==> src/rtl/lea_pkg.sv <==
// rtl/lea_pkg.sv - shared widths and sequencer state encoding for the LEA block datapath
package lea_pkg;

  localparam int LEA_BLK_W = 128;
  localparam int LEA_KEY_W = 128;

  typedef enum logic [1:0] {
    IDLE   = 2'd0,
    KEYREQ = 2'd1,
    ROUND  = 2'd2,
    DONE   = 2'd3
  } lea_seq_state_t;

endpackage

==> src/rtl/lea_round_sequencer_if.sv <==
// rtl/lea_round_sequencer_if.sv - block in/out, key-store and round-stage signals of the sequencer
interface lea_round_sequencer_if #(
  parameter int IDX_W = 6
);
  import lea_pkg::*;

  logic                 din_valid;
  logic                 din_ready;
  logic [LEA_BLK_W-1:0] din;
  logic                 abort;
  logic                 rk_req;
  logic [IDX_W-1:0]     rk_idx;
  logic                 rk_valid;
  logic [LEA_KEY_W-1:0] rk_data;
  logic [LEA_BLK_W-1:0] rnd_din;
  logic [LEA_KEY_W-1:0] rnd_key;
  logic [LEA_BLK_W-1:0] rnd_dout;
  logic                 dout_valid;
  logic                 dout_ready;
  logic [LEA_BLK_W-1:0] dout;

  // slave: the sequencer itself; master: block source, key store, round stage and sink
  modport slave (
    input  din_valid, din, abort, rk_valid, rk_data, rnd_dout, dout_ready,
    output din_ready, rk_req, rk_idx, rnd_din, rnd_key, dout_valid, dout
  );

  modport master (
    output din_valid, din, abort, rk_valid, rk_data, rnd_dout, dout_ready,
    input  din_ready, rk_req, rk_idx, rnd_din, rnd_key, dout_valid, dout
  );

endinterface

==> src/rtl/lea_round_ctr.sv <==
// rtl/lea_round_ctr.sv - round-key index down-counter with load, saturating decrement and zero flag
module lea_round_ctr #(
  parameter int W = 6
) (
  input  logic         clk,
  input  logic         rst_n,
  input  logic         load_i,
  input  logic [W-1:0] load_val_i,
  input  logic         dec_i,
  output logic [W-1:0] cnt_o,
  output logic         zero_o
);

  logic [W-1:0] cnt_q, cnt_d;

  // saturate at zero so the index can never wrap past the last key
  always_comb begin
    cnt_d = cnt_q;
    if (load_i) begin
      cnt_d = load_val_i;
    end else if (dec_i && (cnt_q != '0)) begin
      cnt_d = cnt_q - W'(1);
    end
  end

  always_ff @(posedge clk or negedge rst_n) begin
    if (!rst_n) begin
      cnt_q <= '0;
    end else begin
      cnt_q <= cnt_d;
    end
  end

  assign cnt_o  = cnt_q;
  assign zero_o = (cnt_q == '0);

endmodule

==> src/rtl/lea_round_sequencer.sv <==
// rtl/lea_round_sequencer.sv - NR-round LEA decrypt controller, keys fetched in descending index order
module lea_round_sequencer
  import lea_pkg::*;
#(
  parameter int NR    = 24,
  parameter int IDX_W = $clog2(NR) + 1
) (
  input logic                  clk,
  input logic                  rst_n,
  lea_round_sequencer_if.slave bus
);

  localparam logic [1:0]       ST_IDLE   = IDLE;
  localparam logic [1:0]       ST_KEYREQ = KEYREQ;
  localparam logic [1:0]       ST_ROUND  = ROUND;
  localparam logic [1:0]       ST_DONE   = DONE;
  localparam logic [IDX_W-1:0] IDX_LAST  = IDX_W'(NR - 1);

  logic [1:0]           fsm_q, fsm_d;
  logic [LEA_BLK_W-1:0] state_q, state_d;
  logic [LEA_KEY_W-1:0] key_q, key_d;
  logic                 dout_valid_q, dout_valid_d;
  logic                 ctr_load;
  logic                 ctr_dec;
  logic                 ctr_zero;
  logic [IDX_W-1:0]     idx;

  lea_round_ctr #(
    .W (IDX_W)
  ) u_ctr (
    .clk        (clk),
    .rst_n      (rst_n),
    .load_i     (ctr_load),
    .load_val_i (IDX_LAST),
    .dec_i      (ctr_dec),
    .cnt_o      (idx),
    .zero_o     (ctr_zero)
  );

  always_comb begin
    fsm_d    = fsm_q;
    state_d  = state_q;
    key_d    = key_q;
    ctr_load = 1'b0;
    ctr_dec  = 1'b0;
    // abort wins over every transition and freezes state/key as they are
    if (bus.abort && (fsm_q != ST_IDLE)) begin
      fsm_d = ST_IDLE;
    end else begin
      case (fsm_q)
        ST_IDLE: begin
          if (bus.din_valid) begin
            state_d  = bus.din;
            ctr_load = 1'b1;
            fsm_d    = ST_KEYREQ;
          end
        end
        ST_KEYREQ: begin
          if (bus.rk_valid) begin
            key_d = bus.rk_data;
            fsm_d = ST_ROUND;
          end
        end
        ST_ROUND: begin
          state_d = bus.rnd_dout;
          if (ctr_zero) begin
            fsm_d = ST_DONE;
          end else begin
            ctr_dec = 1'b1;
            fsm_d   = ST_KEYREQ;
          end
        end
        ST_DONE: begin
          if (dout_valid_q && bus.dout_ready) begin
            fsm_d = ST_IDLE;
          end
        end
        default: fsm_d = ST_IDLE;
      endcase
    end
    // dout_valid is registered, so it rises on the second DONE cycle
    dout_valid_d = (fsm_q == ST_DONE) && (fsm_d == ST_DONE);
  end

  always_ff @(posedge clk or negedge rst_n) begin
    if (!rst_n) begin
      fsm_q        <= ST_IDLE;
      state_q      <= '0;
      key_q        <= '0;
      dout_valid_q <= 1'b0;
    end else begin
      fsm_q        <= fsm_d;
      state_q      <= state_d;
      key_q        <= key_d;
      dout_valid_q <= dout_valid_d;
    end
  end

  assign bus.din_ready  = (fsm_q == ST_IDLE);
  assign bus.rk_req     = (fsm_q == ST_KEYREQ);
  assign bus.rk_idx     = idx;
  assign bus.rnd_din    = state_q;
  assign bus.rnd_key    = key_q;
  assign bus.dout       = state_q;
  assign bus.dout_valid = dout_valid_q;

endmodule
==> src/flat_wrapper.sv <==
// flat-port wrapper written by rule: the top's interface ports become plain ports
module lea_round_sequencer_flat import lea_pkg::*;
#(
  parameter int NR    = 24,
  parameter int IDX_W = $clog2(NR) + 1
)
  (clk, rst_n, bus_din_valid, bus_din, bus_abort, bus_rk_valid, bus_rk_data, bus_rnd_dout, bus_dout_ready, bus_din_ready, bus_rk_req, bus_rk_idx, bus_rnd_din, bus_rnd_key, bus_dout_valid, bus_dout);
  lea_round_sequencer_if #(.IDX_W(IDX_W)) bus_i ();
  input logic clk;
  input logic rst_n;
  input wire logic [$bits(bus_i.din_valid)-1:0] bus_din_valid;
  input wire logic [$bits(bus_i.din)-1:0] bus_din;
  input wire logic [$bits(bus_i.abort)-1:0] bus_abort;
  input wire logic [$bits(bus_i.rk_valid)-1:0] bus_rk_valid;
  input wire logic [$bits(bus_i.rk_data)-1:0] bus_rk_data;
  input wire logic [$bits(bus_i.rnd_dout)-1:0] bus_rnd_dout;
  input wire logic [$bits(bus_i.dout_ready)-1:0] bus_dout_ready;
  output wire logic [$bits(bus_i.din_ready)-1:0] bus_din_ready;
  output wire logic [$bits(bus_i.rk_req)-1:0] bus_rk_req;
  output wire logic [$bits(bus_i.rk_idx)-1:0] bus_rk_idx;
  output wire logic [$bits(bus_i.rnd_din)-1:0] bus_rnd_din;
  output wire logic [$bits(bus_i.rnd_key)-1:0] bus_rnd_key;
  output wire logic [$bits(bus_i.dout_valid)-1:0] bus_dout_valid;
  output wire logic [$bits(bus_i.dout)-1:0] bus_dout;
  assign bus_i.din_valid = bus_din_valid;
  assign bus_i.din = bus_din;
  assign bus_i.abort = bus_abort;
  assign bus_i.rk_valid = bus_rk_valid;
  assign bus_i.rk_data = bus_rk_data;
  assign bus_i.rnd_dout = bus_rnd_dout;
  assign bus_i.dout_ready = bus_dout_ready;
  assign bus_din_ready = bus_i.din_ready;
  assign bus_rk_req = bus_i.rk_req;
  assign bus_rk_idx = bus_i.rk_idx;
  assign bus_rnd_din = bus_i.rnd_din;
  assign bus_rnd_key = bus_i.rnd_key;
  assign bus_dout_valid = bus_i.dout_valid;
  assign bus_dout = bus_i.dout;
  lea_round_sequencer #(.NR(NR), .IDX_W(IDX_W)) u_core (.clk(clk), .rst_n(rst_n), .bus(bus_i));
endmodule
==> config.mk <==
export PLATFORM = sky130hd
export DESIGN_NAME = lea_round_sequencer_flat
export DESIGN_NICKNAME = d
export VERILOG_FILES = /design/src/rtl/lea_pkg.sv /design/src/rtl/lea_round_sequencer_if.sv /design/src/rtl/lea_round_ctr.sv /design/src/rtl/lea_round_sequencer.sv /design/src/flat_wrapper.sv
export SDC_FILE = /design/constraint.sdc
export NUM_CORES = 1
export LEC_CHECK = 0
export BUFFER_PORTS_ARGS = -buffer_cell sky130_fd_sc_hd__buf_2
export CORE_AREA = 2 2 307 309
export CTS_CLUSTER_SIZE = 25
export DETAILED_ROUTE_END_ITERATION = 12
export DIE_AREA = 0 0 309 311
export GPL_TIMING_DRIVEN = 0
export PLACE_DENSITY = 0.34
export REMOVE_ABC_BUFFERS = 1
export SLEW_MARGIN = 5
export SYNTH_ARGS = -nofsm -noshare
export SYNTH_HDL_FRONTEND = slang
export SYNTH_HIERARCHICAL = 1
export SYNTH_SLANG_ARGS = --single-unit
export TNS_END_PERCENT = 20
==> constraint.sdc <==
create_clock -name clk -period 2.32 [get_ports clk]
set_input_delay 0.232 -clock clk [delete_from_list [all_inputs] [get_ports clk]]
set_output_delay 0.232 -clock clk [all_outputs]
set_load 0.005 [all_outputs]
==> results of run 1 <==
-- synth_stat cells (2+ instances only) --
master     number  area, um^2
or3b_1          2        17.5
a31oi_1         2        12.5
nand2b_1        3        18.8
nor2_1          5        18.8
or4_1           3        22.5
conb_1          2        7.51
o211ai_1        2        15.0
nor3b_1         2        15.0
buf_2          20         100
or3b_2          2        17.5
inv_1           4        15.0
o2111ai_1       2        17.5
buf_4         150        1130
dfrtp_1       265        6630
o31ai_1         2        15.0
nand2_1         3        11.3
mux2_2        384        4320
ha_1            2        25.0
a21oi_1         4        20.0
-- sequential cells by signal, summed over array words and instances (netlist names) --
name / count
u_core/bus.dout_valid: 1
u_core/u_ctr/cnt_o: 6
u_core/bus.rnd_key: 128
u_core/fsm_q: 2
u_core/bus.dout: 128
-- per-layer routing --
layer,global-route usage [%],up-vias
li1,-,4657
met2,18.8,535
met4,5.45,12
met1,12.0,4963
met3,4.10,96
met5,0,-
-- worst min-delay path, cell delays in order --
cell and delay (ns):
buf_2 0.08, mux2_2 0.12, mux2_2 0.13
-- power groups by stage --
stage               clock network [mW]  registers, mW  logic, mW
finish                            5.45           8.71       10.2
floorplan                            0           8.84       3.81
global placement                     0           8.16       7.93
CTS                               5.77           8.78       10.5
global route                      5.96           9.07       11.2
detailed placement                   0           8.81       10.0
-- worst paths after layout --
kind / from / to / slack (ns) / depth (start not counted)
worst min register to register: u_core/bus.rnd_key[1]$_DFFE_PN0P_ / u_core/bus.rnd_key[1]$_DFFE_PN0P_ / 0.50 / 1
worst max-delay path: u_core/fsm_q[0]$_DFF_PN0_ / u_core/bus.dout[7]$_DFFE_PN0P_ / 0.03 / 5
worst max register to register: u_core/fsm_q[0]$_DFF_PN0_ / u_core/bus.dout[7]$_DFFE_PN0P_ / 0.03 / 5
max in group asynchronous: rst_n / u_core/bus.dout[78]$_DFFE_PN0P_ / 1.04 / 3
min in group asynchronous: rst_n / u_core/bus.rnd_key[22]$_DFFE_PN0P_ / 0.27 / 2
worst min-delay path: bus_din[91] / u_core/bus.dout[91]$_DFFE_PN0P_ / 0.05 / 3
-- cells by family after synthesis --
group | count (synthesis) | share of synthesized area (%)
AO/OA/AOI/OAI | 19 | 1.13
adder cells (fa/ha/maj) | 2 | 0.199
buffers and inverters | 176 | 9.96
flip-flops | 265 | 52.9
multiplexers | 384 | 34.5
other | 2 | 0.0599
AND/OR/NAND/NOR | 27 | 1.32
-- per-stage QoR --
step / cells / instance area [um^2] / utilization (%)
2_1_floorplan: 707 / 11300 / -
3_3_place_gp: 2743 / 16800 / 18.1
3_5_place_dp: 2758 / 17200 / 18.5
4_1_cts: 2987 / 20000 / 21.6
5_1_grt: 2994 / 20100 / 21.6
6_report: 2999 / 20100 / 21.6
-- cell type report --
| class | count | area [um^2] |
|---|---|---|
| fillers | 10123 | 72700 |
| well taps | 1254 | 1570 |
| clock inverters | 7 | 67.6 |
| diodes | 11 | 27.5 |
| repair buffers | 966 | 5950 |
| inverters | 4 | 15.0 |
| clock buffers | 53 | 1070 |
| flip-flops and latches | 265 | 6630 |
| multi-input cells | 439 | 4740 |
-- what timing repair did --
action                                  CTS  global route
endpoints found under the setup margin  136            28
endpoints found under the hold margin   220             1
cloned                                    2             0
pin swaps                                 3             1
resized for setup                         8             7
setup buffers                             9             1
hold buffers                            159             1
==> results_dict.tcl, run 1 <==
set metrics [dict create \
    synth_area_um2 12500 \
    firstDrtPassIters 4 \
    synthesis.instances 875 \
    arrival_ns 2.72 \
    slowest_stage "dlygate4sd3_1" \
    ant_nets 0 \
    grt_max_degree 102 \
    rsz0062_at_grt "true" \
    fin_crit_sh_pct 98.9 \
    hold_slack_ns 0.0485 \
    cp_cell_sequence "nand2b_4, buf_16, mux2_2, dlygate4sd3_1, mux2_2" \
    port_buffers 782 \
    skew_ns 0.00514 \
    routabilityCongestion 0.758 \
    finalWorstSetupSlack_ns 0.0259 \
    vias 10263 \
    synth.distinct_cells 35 \
    async_flop_share_pct 100 \
    cts_root_buf "clkbuf_16" \
    max-cap-violations 0 \
    synth_seq_cells 265 \
    met1Wirelength_um 20900 \
    die_y_um 311 \
    start_util_pct 13.5 \
    cp_max_fo 57 \
    min_period_ns 2.29 \
    maxSlewViolCount 0 \
    grt_first_pass_wirelength_um 77400 \
    syn_area_per_cell_um2 14.3 \
    worst_pin_slew_ns 0.641 \
    coreArea_um2 92800 \
    ys_warn_count 6 \
    drc 0 \
    drt-initial-drc-count 288 \
    ir_drop_mv 0.523 \
    wl_met3_um 4990 \
    setup_violations 0 \
    clock_latency_ns 0.54 \
    critical_path_buf_inv_count 2 \
    drt_wl_total_um 55100 \
    drive_gt1_share_pct 72.5 \
    clock_sinks 265 \
    die-area_um2 96100 \
    rows 112 \
    grt_pass1_vias 11214 \
    endpoint_kind "flip-flop" \
    synth-seq-area-share_pct 52.9 \
    htree_levels 2 \
    crit_top_cell "mux2_2" \
    slowest_delay_ns 0.55 \
    synth-edff-count 0 \
    io_pins 783 \
    crit_required_ns 2.74 \
    top_layer_used "met5" \
    wl_per_cell_um 18.4 \
    p_per_area_nw_per_um2 1210 \
    dp_slack_ns -0.648 \
    cts_buffer_depth 3 \
    path_class "reg -> reg" \
    die_w_um 309 \
    p_sw_share_pct 33.5 \
    maxSlewHeadroom_pct 57.3 \
    layout_commonest_cell "buf_2" \
    mostFrequentLayoutCells "buf_2, mux2_2, dfrtp_1" \
    tns_ns 0 \
    grt_use_total_pct 11.0 \
    crit_family "buffers and inverters" \
    nets 2104 \
    p_leak_nw 9.35 \
    setup.worst_path.start_class "flip-flop" \
    hp-class "in -> reg" \
    intPower_mw 16.2 \
    cts_made_buffers 36 \
    p_total_mw 24.4 \
    dp_hpwl_um 44200 \
    grt-ovfl-total 0 \
    path_clk_slew_ns 0.06 \
    pwr-share-comb_pct 41.9 \
    cts_tree "built" \
    antenna_found_initial 33 \
    p_clk_share_pct 22.4 \
    vias_per_cell 3.42 \
    pwr-share-seq_pct 35.7 \
    met2_length_um 26800 \
    areaGrowthSynthToFinish_pct 60.0 \
    finalHoldViolCount 0 \
    ys.flop_type "dfrtp_1" \
    switchingPower_mw 8.17 \
    max_freq_mhz 436 \
    outcome "finished clean" \
]
Power figures use the tool's default switching activity.
==> inputs of run 2 (changes only) <==
CORE_AREA = 2 2 302 304   (was 2 2 307 309)
DIE_AREA = 0 0 304 306   (was 0 0 309 311)
SYNTH_HIERARCHICAL = default   (was 1)
==> run 2 against run 1 <==
Power down 15%; flip-flop and latch count unchanged; clock skew rose by 0.0096 ns; sequential power shrank 10%; worst hold slack gained 0.0025 ns; clock power increased by 7.5%; die area shrank 3.2%; utilization rose by 2.5 points; area after synthesis is 3.2% lower; largest cell class is now non-clock buffers.
==> results_dict.tcl, run 2 <==
set metrics [dict create \
    outcome "finished clean" \
    drt_wl_total_um 58600 \
    hold_end "u_core.bus.dout[111]$_DFFE_PN0P_" \
    hold_slack_ns 0.0510 \
    instances_no_fill 3241 \
    areaGrowthSynthToFinish_pct 77.9 \
    p_sw_share_pct 33.3 \
    htree_levels 2 \
    rr_worst_depth 7 \
    synth_seq_cells 265 \
    die-area_um2 93000 \
    ys.flop_type "dfrtp_1" \
    path_clk_slew_ns 0.06 \
    ir_drop_mv 0.459 \
    yosysTopAreaCellShare_pct 54.6 \
    clock_latency_ns 0.54 \
    cts_buffer_depth 3 \
    rows 110 \
    maxSlewViolCount 0 \
    crit_required_ns 2.73 \
    grt_use_total_pct 12.0 \
    hp-class "in -> reg" \
    pwr-share-comb_pct 33.7 \
    rsz0062_at_grt "false" \
    grt-ovfl-total 0 \
    p_clk_share_pct 28.4 \
    cp_max_fo 18 \
    min_period_ns 2.21 \
    synth.distinct_cells 30 \
    timing.rr.end "u_core.bus.dout[17]$_DFFE_PN0P_" \
    path_class "reg -> reg" \
    synth-seq-area-share_pct 54.6 \
    vias_per_cell 3.53 \
    pwr-share-seq_pct 37.9 \
    io_pins 783 \
    setup.worst_path.start_class "flip-flop" \
    die_y_um 306 \
    drt-initial-drc-count 311 \
    grt_pass1_vias 11991 \
    antenna_found_initial 28 \
    coreArea_um2 89600 \
    synth.most_common_cell "dfrtp_1" \
    routabilityCongestion 0.783 \
    mostFrequentLayoutCells "buf_2, dlygate4sd3_1, dfrtp_1" \
    wl_per_cell_um 18.1 \
    synth_top_cell_by_area "dfrtp_1" \
    synth-edff-count 0 \
    arrival_ns 2.62 \
    finalHoldViolCount 0 \
    async_flop_share_pct 100 \
    ant_nets 0 \
    firstDrtPassIters 4 \
    hold_depth 3 \
    cts_root_buf "clkbuf_16" \
    synthTopCellsByArea "dfrtp_1, mux2_1, mux2i_1, buf_4, o21ai_1" \
    p_per_area_nw_per_um2 956 \
    maxSlewHeadroom_pct 43.8 \
    skew_ns 0.0147 \
    cts_tree "built" \
    clock_sinks 265 \
    dp_hpwl_um 45100 \
    synth_area_um2 12100 \
    switchingPower_mw 6.88 \
    layout_commonest_cell "buf_2" \
    endpoint_kind "flip-flop" \
    hold_start "bus_rnd_dout[111]" \
    max_freq_mhz 453 \
    setup_violations 0 \
    grt_first_pass_wirelength_um 82900 \
    timing.rr.start "u_core.fsm_q[0]$_DFF_PN0_" \
    synthesis.instances 1009 \
    drc 0 \
    fin_util_pct 24.1 \
    grt_max_degree 94 \
    p_leak_nw 10.2 \
    intPower_mw 13.8 \
    synth_common_cells "dfrtp_1, buf_4, nand2_1" \
    max-cap-violations 0 \
    port_buffers 782 \
    fill_cells 9637 \
    start_util_pct 13.5 \
    ys_warn_count 0 \
    fin_crit_sh_pct 95.1 \
    nets 2427 \
    drive_gt1_share_pct 42.2 \
    worst_pin_slew_ns 0.842 \
    dpl_cell_area_um2 16500 \
    stdcell_area_um2 21600 \
    vias 11443 \
    place_inst 2796 \
    reg2reg_slack_ns 0.11 \
    syn_area_per_cell_um2 12.0 \
    die_w_um 304 \
    cts_made_buffers 36 \
]
==> run 2: critical path, stage by stage (launching register included) <==
cell	delay, ns
dfrtp_2	0.47
nor2b_4	0.17
buf_12	0.18
buf_16	0.20
buf_12	0.21
mux2i_1	0.19
dlygate4sd3_1	0.56
o21ai_1	0.05
==> run 2: stage by stage <==
step | power (mW) | setup slack, ns | setup TNS (ns)
3_3_place_gp | 14.7 | -13.71 | -3315.16
4_1_cts | 21.2 | 0.0404 | 0
2_1_floorplan | 10.0 | -7.57 | -1215.49
3_5_place_dp | 14.4 | -0.345 | -8.27
5_1_grt | 22.1 | 0.00561 | 0
6_report | 20.6 | 0.114 | 0
==> run 2: area by class of cell <==
type,count,area [um^2],share of cell area (%)
repair buffers,1174,8080,37.4
flip-flops and latches,265,6630,30.7
multi-input cells,556,4160,19.3
inverters,3,11.3,0.0521
diodes,4,10.0,0.0463
clock inverters,14,184,0.852
well taps,1176,1470,6.81
clock buffers,49,1040,4.82
==> run 2: per-layer routing <==
layer,share of wire [%],routed length (um),GRT usage [%],up-vias
li1,-,-,-,5387
met1,41,23800,13.9,5380
met2,48,28400,21.2,552
met3,7.1,4160,3.28,112
met4,3.7,2200,4.45,12
met5,0.14,81,0,-
==> run 2: timing repair <==
action / in CTS / in global routing
pin swaps: 0 / 1
buffers inserted: 1 / 4
gates resized for setup: 4 / 2
gates cloned: 1 / 2
endpoints found under the setup margin: 70 / 67
hold buffers: 371 / 0
hold endpoints to repair: 349 / 0
==> run 2: cells by family after synthesis <==
family	share of synthesized area, %
flip-flops	54.6
multiplexers	22.8
buffers and inverters	11.4
AND/OR/NAND/NOR	5.34
AO/OA/AOI/OAI	5.70
adder cells (fa/ha/maj)	0.103
==> run 2: power by group through the flow <==
stage	Clock, mW	Combinational (mW)	Sequential (mW)
2_1_floorplan	0	2.07	7.97
3_3_place_gp	0	6.83	7.86
3_5_place_dp	0	6.52	7.89
4_1_cts	6.17	7.13	7.86
5_1_grt	6.35	7.64	8.10
6_report	5.86	6.96	7.83
==> run 2: worst max path at each step <==
stage	startpoint	end	slack, ns
2_1_floorplan	u_core.fsm_q[1]$_DFF_PN0_	u_core.u_ctr.cnt_o[4]$_DFFE_PN0P_	-7.57
5_1_grt	u_core.fsm_q[0]$_DFF_PN0_	u_core.bus.dout[17]$_DFFE_PN0P_	0.006
6_report	u_core.fsm_q[0]$_DFF_PN0_	u_core.bus.dout[17]$_DFFE_PN0P_	0.11
4_1_cts	u_core.fsm_q[1]$_DFF_PN0_	u_core.bus.dout[12]$_DFFE_PN0P_	0.04
3_3_place_gp	u_core.fsm_q[1]$_DFF_PN0_	u_core.bus.dout[107]$_DFFE_PN0P_	-13.71
3_5_place_dp	u_core.fsm_q[1]$_DFF_PN0_	u_core.bus.dout[78]$_DFFE_PN0P_	-0.35
